**src/rtl/ysyx_24110006_lsu_pkg.sv**
```systemverilog
// Shared types and constants for the load/store unit: FSM states, load
// funct3 encodings and AXI response codes.
package ysyx_24110006_lsu_pkg;

    typedef enum logic [2:0] {
        S_IDLE,
        S_RADDR,
        S_RDATA,
        S_WREQ,
        S_WRESP,
        S_DONE
    } lsu_state_e;

    localparam logic [2:0] LB  = 3'b000;
    localparam logic [2:0] LH  = 3'b001;
    localparam logic [2:0] LW  = 3'b010;
    localparam logic [2:0] LBU = 3'b100;
    localparam logic [2:0] LHU = 3'b101;

    localparam logic [1:0] RESP_OKAY   = 2'b00;
    localparam logic [1:0] RESP_SLVERR = 2'b10;
    localparam logic [1:0] RESP_DECERR = 2'b11;

    function automatic logic read_t_legal(input logic [2:0] t);
        return (t == LB) || (t == LH) || (t == LW) || (t == LBU) || (t == LHU);
    endfunction

endpackage

```
**src/rtl/ysyx_24110006_lsu_align.sv**
```systemverilog
// Combinational byte-lane logic: alignment check and store shifting for the
// incoming request, lane extraction and extension for the returning load data.
module ysyx_24110006_lsu_align
    import ysyx_24110006_lsu_pkg::*;
(
    input  logic [1:0]  req_off_i,
    input  logic        req_ren_i,
    input  logic        req_wen_i,
    input  logic [2:0]  req_read_t_i,
    input  logic [3:0]  req_wmask_i,
    input  logic [31:0] req_wdata_i,
    output logic        misaligned_o,
    output logic [3:0]  wstrb_o,
    output logic [31:0] wdata_o,
    input  logic [1:0]  ld_off_i,
    input  logic [2:0]  ld_read_t_i,
    input  logic [31:0] ld_bus_i,
    output logic [31:0] ld_data_o
);

    logic               half_acc;
    logic               word_acc;
    logic [31:0]        lane;
    logic signed [7:0]  lane_b;
    logic signed [15:0] lane_h;

    always_comb begin
        half_acc = (req_ren_i && ((req_read_t_i == LH) || (req_read_t_i == LHU)))
                || (req_wen_i && (req_wmask_i == 4'b0011));
        word_acc = (req_ren_i && (req_read_t_i == LW))
                || (req_wen_i && (req_wmask_i == 4'b1111));
        misaligned_o = (half_acc && req_off_i[0]) || (word_acc && (req_off_i != 2'b00));
    end

    assign wstrb_o = req_wmask_i << req_off_i;
    assign wdata_o = req_wdata_i << {req_off_i, 3'b000};

    assign lane   = ld_bus_i >> {ld_off_i, 3'b000};
    assign lane_b = lane[7:0];
    assign lane_h = lane[15:0];

    always_comb begin
        case (ld_read_t_i)
            LB:      ld_data_o = 32'(lane_b);
            LH:      ld_data_o = 32'(lane_h);
            LBU:     ld_data_o = {24'b0, lane[7:0]};
            LHU:     ld_data_o = {16'b0, lane[15:0]};
            default: ld_data_o = lane;
        endcase
    end

endmodule

```
**src/rtl/ysyx_24110006_lsu.sv**
```systemverilog
// Load/store unit: accepts one EXU memory request at a time and performs it as
// an AXI4-Lite manager transaction, returning data/fault over valid/ready.
module ysyx_24110006_lsu
    import ysyx_24110006_lsu_pkg::*;
#(
    parameter int ADDR_W = 32
) (
    input  logic              clock,
    input  logic              reset,
    input  logic              i_valid,
    output logic              o_ready,
    input  logic [ADDR_W-1:0] i_addr,
    input  logic [31:0]       i_wdata,
    input  logic              i_mem_ren,
    input  logic              i_mem_wen,
    input  logic [3:0]        i_wmask,
    input  logic [2:0]        i_read_t,
    output logic              o_valid,
    input  logic              i_ready,
    output logic [31:0]       o_rdata,
    output logic              o_fault,
    output logic [ADDR_W-1:0] araddr,
    output logic              arvalid,
    input  logic              arready,
    input  logic [31:0]       rdata,
    input  logic [1:0]        rresp,
    input  logic              rvalid,
    output logic              rready,
    output logic [ADDR_W-1:0] awaddr,
    output logic              awvalid,
    input  logic              awready,
    output logic [31:0]       wdata,
    output logic [3:0]        wstrb,
    output logic              wvalid,
    input  logic              wready,
    input  logic [1:0]        bresp,
    input  logic              bvalid,
    output logic              bready
);

    lsu_state_e        state_q;
    logic [1:0]        off_q;
    logic [2:0]        read_t_q;
    logic [ADDR_W-1:0] addr_q;
    logic [31:0]       wdata_q;
    logic [3:0]        wstrb_q;
    logic              arvalid_q, rready_q, awvalid_q, wvalid_q, bready_q;
    logic              aw_done_q, w_done_q;
    logic              o_valid_q, fault_q;
    logic [31:0]       rdata_q;

    logic              req_misaligned, req_illegal;
    logic [3:0]        st_wstrb;
    logic [31:0]       st_wdata, ld_data, rdata_d;
    logic              aw_hs, w_hs;

    ysyx_24110006_lsu_align u_align (
        .req_off_i    (i_addr[1:0]),
        .req_ren_i    (i_mem_ren),
        .req_wen_i    (i_mem_wen),
        .req_read_t_i (i_read_t),
        .req_wmask_i  (i_wmask),
        .req_wdata_i  (i_wdata),
        .misaligned_o (req_misaligned),
        .wstrb_o      (st_wstrb),
        .wdata_o      (st_wdata),
        .ld_off_i     (off_q),
        .ld_read_t_i  (read_t_q),
        .ld_bus_i     (rdata),
        .ld_data_o    (ld_data)
    );

    assign req_illegal = i_mem_ren && (i_mem_wen || !read_t_legal(i_read_t));
    assign rdata_d     = (rresp == RESP_OKAY) ? ld_data : 32'b0;
    assign aw_hs       = awvalid_q && awready;
    assign w_hs        = wvalid_q && wready;

    always_ff @(posedge clock or posedge reset) begin
        if (reset) begin
            state_q   <= S_IDLE;
            off_q     <= 2'b0;
            read_t_q  <= 3'b0;
            addr_q    <= '0;
            wdata_q   <= 32'b0;
            wstrb_q   <= 4'b0;
            arvalid_q <= 1'b0;
            rready_q  <= 1'b0;
            awvalid_q <= 1'b0;
            wvalid_q  <= 1'b0;
            bready_q  <= 1'b0;
            aw_done_q <= 1'b0;
            w_done_q  <= 1'b0;
            o_valid_q <= 1'b0;
            fault_q   <= 1'b0;
            rdata_q   <= 32'b0;
        end else begin
            unique case (state_q)
                S_IDLE: if (i_valid) begin
                    off_q    <= i_addr[1:0];
                    read_t_q <= i_read_t;
                    addr_q   <= {i_addr[ADDR_W-1:2], 2'b00};
                    wdata_q  <= st_wdata;
                    wstrb_q  <= st_wstrb;
                    rdata_q  <= 32'b0;
                    fault_q  <= 1'b0;
                    // Faulting requests never touch the bus.
                    if (req_illegal || req_misaligned) begin
                        fault_q   <= 1'b1;
                        o_valid_q <= 1'b1;
                        state_q   <= S_DONE;
                    end else if (i_mem_ren) begin
                        arvalid_q <= 1'b1;
                        state_q   <= S_RADDR;
                    end else if (i_mem_wen) begin
                        awvalid_q <= 1'b1;
                        wvalid_q  <= 1'b1;
                        aw_done_q <= 1'b0;
                        w_done_q  <= 1'b0;
                        state_q   <= S_WREQ;
                    end else begin
                        o_valid_q <= 1'b1;
                        state_q   <= S_DONE;
                    end
                end
                S_RADDR: if (arready) begin
                    arvalid_q <= 1'b0;
                    rready_q  <= 1'b1;
                    state_q   <= S_RDATA;
                end
                S_RDATA: if (rvalid) begin
                    rready_q  <= 1'b0;
                    rdata_q   <= rdata_d;
                    fault_q   <= (rresp != RESP_OKAY);
                    o_valid_q <= 1'b1;
                    state_q   <= S_DONE;
                end
                S_WREQ: begin
                    if (aw_hs) begin
                        awvalid_q <= 1'b0;
                        aw_done_q <= 1'b1;
                    end
                    if (w_hs) begin
                        wvalid_q <= 1'b0;
                        w_done_q <= 1'b1;
                    end
                    if ((aw_done_q || aw_hs) && (w_done_q || w_hs)) begin
                        bready_q <= 1'b1;
                        state_q  <= S_WRESP;
                    end
                end
                S_WRESP: if (bvalid) begin
                    bready_q  <= 1'b0;
                    fault_q   <= (bresp != RESP_OKAY);
                    o_valid_q <= 1'b1;
                    state_q   <= S_DONE;
                end
                S_DONE: if (i_ready) begin
                    o_valid_q <= 1'b0;
                    state_q   <= S_IDLE;
                end
                default: state_q <= S_IDLE;
            endcase
        end
    end

    assign o_ready = (state_q == S_IDLE);
    assign o_valid = o_valid_q;
    assign o_rdata = rdata_q;
    assign o_fault = fault_q;
    assign araddr  = addr_q;
    assign arvalid = arvalid_q;
    assign rready  = rready_q;
    assign awaddr  = addr_q;
    assign awvalid = awvalid_q;
    assign wdata   = wdata_q;
    assign wstrb   = wstrb_q;
    assign wvalid  = wvalid_q;
    assign bready  = bready_q;

endmodule
```
**config.mk**
```make
export PLATFORM = sky130hd
export DESIGN_NAME = ysyx_24110006_lsu
export DESIGN_NICKNAME = d
export VERILOG_FILES = /design/src/rtl/ysyx_24110006_lsu_pkg.sv /design/src/rtl/ysyx_24110006_lsu_align.sv /design/src/rtl/ysyx_24110006_lsu.sv
export SDC_FILE = /design/constraint.sdc
export NUM_CORES = 1
export LEC_CHECK = 0
export ABC_AREA = 1
export BUFFER_PORTS_ARGS = -buffer_cell sky130_fd_sc_hd__buf_2
export CAP_MARGIN = 10
export CORE_MARGIN = 4
export CORE_UTILIZATION = 39
export CTS_BUF_LIST = sky130_fd_sc_hd__clkbuf_8
export DETAILED_ROUTE_END_ITERATION = 10
export GPL_TIMING_DRIVEN = 1
export HOLD_SLACK_MARGIN = 0.06
export PLACE_DENSITY = 0.8
export SETUP_SLACK_MARGIN = 0.5
export SYNTH_ARGS = -nofsm -noshare
export SYNTH_HDL_FRONTEND = slang
export SYNTH_HIERARCHICAL = 1
export SYNTH_SLANG_ARGS = --single-unit
```
**constraint.sdc**
```tcl
create_clock -name clock -period 4 [get_ports clock]
set_clock_uncertainty 0.2 [all_clocks]
set_input_delay 1 -clock clock [delete_from_list [all_inputs] [get_ports clock]]
set_output_delay 1 -clock clock [all_outputs]
set_load 0.01 [all_outputs]
```
==> run_results.csv, run 1 <==
group,metric,value,unit
die,die_y,138,um
die,rows,47,
routing,vias_per_cell,4.87,
timing,slew_violations,0,
timing,slew_headroom,33.2,%
job,drv_cap,0,
cts,htreeDepth,4,
timing,finalSetupViolCount,0,
grt,antenna_found_initial,0,
pwr,power,5730,uW
cts,hold_buffers,0,
setup_path,required,2.80,ns
finish,layout-drive-gt1-share,29.7,%
routing,drc,0,
setup_path,crit_path_end_kind,"output pin",
setup_path,cp_slowest_cell,"dfrtp_1",
die,die_area,19000,um2
grt,grt_first_pass_wirelength,29.9,mm
routing,ant_nets,0,
routing,post_drt_wl_per_cell,14.6,um
die,core-area,16500,um2
routing,drt_wl_total,19.5,mm
cts,clk_latency,0.43,ns
place,placed_cells,1307,
timing,rsz0062_at_grt,"false",
setup_path,arrival,1.58,ns
setup_path,critical_path.cell_chain,"nor2_4 -> nand2_2 -> inv_1 -> buf_2",
synthesis,synth_top_area_cell,"dfrtp_1",
pwr,peakVddDrop,0.384,mV
grt,overflow,0,
synthesis,synth.top_cells.by_area,"dfrtp_1 (44%), nand2_1 (22%), nand3_1 (7.2%), buf_4 (4.6%), o21ai_0 (3.3%)",
place,portBuffers,253,
finish,fillers,1666,
synthesis,avgSynthCellArea,7.25,um2
synthesis,synth_cell_types,30,
grt,grt_pass1_vias,5781,
synthesis,syn_area,6570,um2
setup_path,startpoint_type,"register",
place,placed_area,7630,um2
timing,period_share,69.6,%
synthesis,synth_common_cells,"nand2_1 (382), dfrtp_1 (115), nand3_1 (95), nor2_1 (47), o21ai_0 (43)",
routing,vias,6517,
cts,cts_tree,"done",
pwr,leakage,0.00479,uW
timing,min_period,2.78,ns
cts,cts_resized,0,
timing,worst_hold_slack,0.267,ns
setup_path,slowest_delay,0.50,ns
cts,cts.sinks,115,
cts,cts_buffer_depth,2,
timing,hold_viol_final,0,
cts,path_clk_slew,0.06,ns
synthesis,yosys_warnings,6,
setup_path,cp_max_fo,8,
timing,worstMarginPinSlew,0.999,ns
place,gp_congestion,0.886,
pwr,powerDensity,710,nW/um2
synthesis,ys.flop_type,"dfrtp_1",
synthesis,seq_area_frac_synth,43.8,%
outcome,outcome,"completed",
timing,setup_tns,0,ns
die,start_util,39.8,%
synthesis,async_reset_ff_share,100,%
synthesis,synth_cells,907,
synthesis,ys_ff_latch,115,
finish,antenna_cells,0,
die,die_w,138,um
synthesis,synth_edf_count,0,
cts,post_cts_buffers,0,
grt,gr-usage-all-layers,20.0,%
finish,area_growth,22.9,%
setup_path,worstSetupPathType,"register to output pin",
finish,final_cells,1338,
cts,numCtsBuffers,17,
synthesis,synth_top_area_share,43.8,%
place,dpl.hpwl,14.2,mm
synthesis,yosysMostFrequentCell,"nand2_1",
finish,fin_area,8080,um2
routing,drt-initial-drc-count,600,
timing,fmax,359,MHz
worst_hold_path,hold_path.class,"register to register",
routing,dr.pass1.iters,6,
grt,grt_max_degree,74,
finish,nets,1224,
cts,cts_root_buf,"clkbuf_8",
die,boundaryPins,258,
==> cell families (layout without fill, tap and decap cells) <==
| group | after synthesis | after routing | share of synthesized area, % |
|---|---|---|---|
| DFF | 115 | 115 | 43.8 |
| AOI/OAI and AO/OA | 94 | 94 | 7.71 |
| and+or+nand+nor | 565 | 565 | 36.7 |
| other | 1 | 4 | 0.0570 |
| buffers and inverters | 132 | 340 | 11.7 |
==> layout by cell type, fill, tap and decap left out, types with 4 or more instances in the layout <==
cell type,n
clkinv_2,4
or2_2,10
nand2_2,6
nor2_1,47
buf_4,8
nand4_1,5
a22oi_1,8
nand3_1,95
nand2_1,382
clkbuf_8,21
o21ai_0,43
conb_1,4
a21oi_1,31
nand3_2,11
dfrtp_1,115
inv_1,39
bufinv_16,4
inv_2,5
buf_2,253
o22ai_1,9
==> metal layers <==
metal | wire length (um) | global-route usage (%)
met3 | 1480 | 4.49
met4 | 313 | 6.64
met2 | 9240 | 30.6
met1 | 8470 | 28.2
met5 | 0 | 0
==> power by group <==
group / leakage, uW / switching (uW) / internal, uW
sequential: 0.00149 / 356 / 1600
clock: 0.000229 / 478 / 738
combinational: 0.00307 / 1640 / 925
==> final timing paths <==
check,start,to,slack [ns],depth (start not counted)
max in group asynchronous,reset,state_q[2],2.75,3
worst max-delay path,state_q[1],o_ready,1.22,4
worst min-delay path,wstrb[3],wstrb[3],0.27,2
worst max register to register,state_q[1],o_rdata[28],1.38,7
worst min register to register,wstrb[3],wstrb[3],0.27,2
min in group asynchronous,reset,araddr[25],0.45,3
==> state kept, by name, indices dropped and copies added, names as in the netlist <==
name,cells
araddr,30
arvalid,1
aw_done_q,1
awvalid,1
bready,1
o_fault,1
o_rdata,32
o_valid,1
off_q,2
read_t_q,3
rready,1
state_q,3
w_done_q,1
wdata,32
wstrb,4
wvalid,1
==> metrics by stage <==
stage,util [%],worst slack [ns]
floorplan,-,1.40
global placement,46.2,1.11
detailed placement,46.2,1.01
CTS,48.9,1.20
global route,48.9,1.11
finish,48.9,1.22
==> critical path: cells and delay by family, from the launching register on <==
kind,cells,cell delay [ns]
DFF,1,0.50
and+or+nand+nor,2,0.33
buffers and inverters,2,0.33
==> layout make-up <==
class                   instances  area (um2)  share of cell area [%]
well taps                     220         275                    3.41
clock buffers                  21         289                    3.58
repair buffers                263        1370                    16.9
inverters                      46         180                    2.23
multi-input cells             663        2940                    36.3
flip-flops and latches        115        2880                    35.6
clock inverters                10         155                    1.92
No activity file was read; power rests on OpenSTA's default activity.
==> inputs of run 2 (changes only) <==
- ABC_AREA: 1 -> 0
- PLACE_DENSITY: 0.8 -> 0.78
- clock period: 4 -> 2.8 ns (I/O delays scaled with it)
==> run_results.csv, run 2 <==
group,metric,value,unit
synthesis,synth.top_cells.by_area,"dfrtp_1 (46%), mux2_2 (13%), mux2i_1 (5.4%), buf_4 (4.9%), a22o_1 (4.5%)",
cts,cts_root_buf,"clkbuf_8",
outcome,outcome,"completed",
setup_path,slowest_delay,0.53,ns
timing,setup_tns,0,ns
cts,numCtsBuffers,17,
synthesis,syn_area,6250,um2
place,portBuffers,253,
die,die_area,18100,um2
synthesis,synth_cell_types,56,
die,die_y,135,um
pwr,power,7730,uW
synthesis,synth_top_area_share,46.0,%
setup_path,arrival,1.31,ns
finish,antenna_cells,0,
grt,overflow,0,
die,boundaryPins,258,
grt,gr-usage-all-layers,18.4,%
timing,slew_headroom,55.1,%
setup_path,crit_buf_inv,1,
grt,grt_first_pass_wirelength,26.7,mm
routing,ant_nets,0,
pwr,leakage,0.00387,uW
pwr,powerDensity,996,nW/um2
setup_path,crit_path_end_kind,"output pin",
job,drv_cap,0,
synthesis,ys.flop_type,"dfrtp_1",
setup_path,critical_path.cell_chain,"nor3_4 -> buf_2",
synthesis,yosys_warnings,6,
timing,finalSetupViolCount,0,
finish,post-route-util,49.1,%
cts,cts_buffer_depth,2,
timing,worst_hold_slack,0.178,ns
synthesis,async_reset_ff_share,100,%
timing,period_share,78.8,%
routing,vias,5206,
die,core-area,15800,um2
cts,clk_latency,0.44,ns
timing,worstMarginPinSlew,0.673,ns
setup_path,cp_max_fo,18,
finish,layout-drive-gt1-share,50.3,%
setup_path,cp_slowest_cell,"dfrtp_2",
grt,antenna_found_initial,0,
pwr,peakVddDrop,0.441,mV
synthesis,ys_ff_latch,115,
finish,final_common_cell,"buf_2",
die,start_util,39.5,%
timing,min_period,2.21,ns
die,rows,46,
cts,cts.sinks,115,
grt,grt_max_degree,116,
setup_path,required,1.90,ns
setup_path,startpoint_type,"register",
timing,fin_ws,0.595,ns
cts,path_clk_slew,0.07,ns
routing,drt_wl_total,17.0,mm
routing,drt-initial-drc-count,261,
place,dp_slack,0.467,ns
setup_path,r2r_slack,0.63,ns
setup_path,crit_family,"flip-flops",
worst_hold_path,hold_path.class,"input pin to async pin",
place,dpl.hpwl,12.3,mm
synthesis,synth_cells,552,
finish,final_cell_mix,"buf_2 (253), dfrtp_1 (112), mux2_2 (72)",
timing,fmax,453,MHz
die,die_w,135,um
finish,nets,885,
cts,htreeDepth,4,
synthesis,seq_area_frac_synth,46.0,%
timing,hold_viol_final,0,
synthesis,synth_common_cells,"dfrtp_1 (115), mux2_2 (72), a21oi_1 (41), buf_4 (41), mux2i_1 (34)",
synthesis,synth_top_area_cell,"dfrtp_1",
routing,dr.pass1.iters,5,
routing,vias_per_cell,5.23,
timing,rsz0062_at_grt,"false",
place,gp_congestion,0.871,
routing,post_drt_wl_per_cell,17.1,um
grt,grt_pass1_vias,5135,
synthesis,yosysMostFrequentCell,"dfrtp_1",
finish,area_growth,24.2,%
synthesis,synth_edf_count,0,
setup_path,worstSetupPathType,"register to output pin",
synthesis,avgSynthCellArea,11.3,um2
routing,drc,0,
timing,slew_violations,0,
finish,fillers,1454,
cts,cts_tree,"done",
## run 2: changes by cell type after synthesis, sizes merged, moves of 22 or more
cell	previous run	this run
nand2	388	16
nor2b	0	22
mux2i	0	34
a22o	0	32
nor2	50	25
inv	46	5
nand3	107	2
mux2	0	75
o21ai	44	13
## run 2: worst min-delay path: stages
cell and delay [ns]:
buf_2 0.11, clkinvlp_4 0.07, buf_12 0.41
## run 2: timing repair
action,4_1_cts,5_1_grt
gates resized for setup,3,0
buffers inserted,1,0
endpoints found under the setup margin,1,0
hold buffers,0,0
## run 2: final cells by class
| cell class | instances | area (um2) | area share, % |
|---|---|---|---|
| flip-flops and latches | 115 | 2880 | 37.1 |
| multi-input cells | 362 | 2850 | 36.7 |
| repair buffers | 266 | 1390 | 17.9 |
| well taps | 216 | 270 | 3.48 |
| clock buffers | 19 | 262 | 3.37 |
| clock inverters | 12 | 93.8 | 1.21 |
| inverters | 5 | 22.5 | 0.290 |
## run 2: final timing paths
| kind | cells after the start | endpoint | startpoint |
|---|---|---|---|
| max in group asynchronous | 3 | araddr[20] | reset |
| min in group clock | 2 | awvalid | awready |
| worst min register to register | 1 | o_rdata[4] | o_rdata[4] |
| worst max register to register | 5 | o_rdata[18] | off_q[1] |
| worst max-delay path | 2 | o_ready | state_q[2] |
| worst min-delay path | 3 | o_rdata[10] | reset |
## run 2: through the flow
step	instance area, um2	cells
global route	7770	995
finish	7770	995
floorplan	6270	555
global placement	7400	963
CTS	7770	995
detailed placement	7400	963
## run 2: power by group
| group | leakage [uW] | internal, uW | switching, uW |
|---|---|---|---|
| Combinational | 0.00223 | 1660 | 1900 |
| Clock | 0.000179 | 726 | 705 |
| Sequential | 0.00146 | 2260 | 479 |
## run 2: logic make-up (layout without fill, tap and decap cells)
logic type / count (synthesis) / after routing / synth area share, %
flops: 115 / 115 / 46.0
other cells: 1 / 4 / 0.0600
buf+inv: 78 / 302 / 8.62
xor+xnor: 2 / 2 / 0.280
simple gates: 107 / 107 / 9.76
compound gates: 140 / 140 / 16.1
mux: 109 / 109 / 19.1
## run 2: routing by layer
layer | part of all wire (%) | up-vias | GRT usage, %
met5 | 0 | - | 0
met4 | 0.87 | 0 | 5.37
met3 | 9.3 | 16 | 6.93
met2 | 48 | 229 | 29.1
met1 | 42 | 2552 | 23.5
li1 | - | 2409 | -
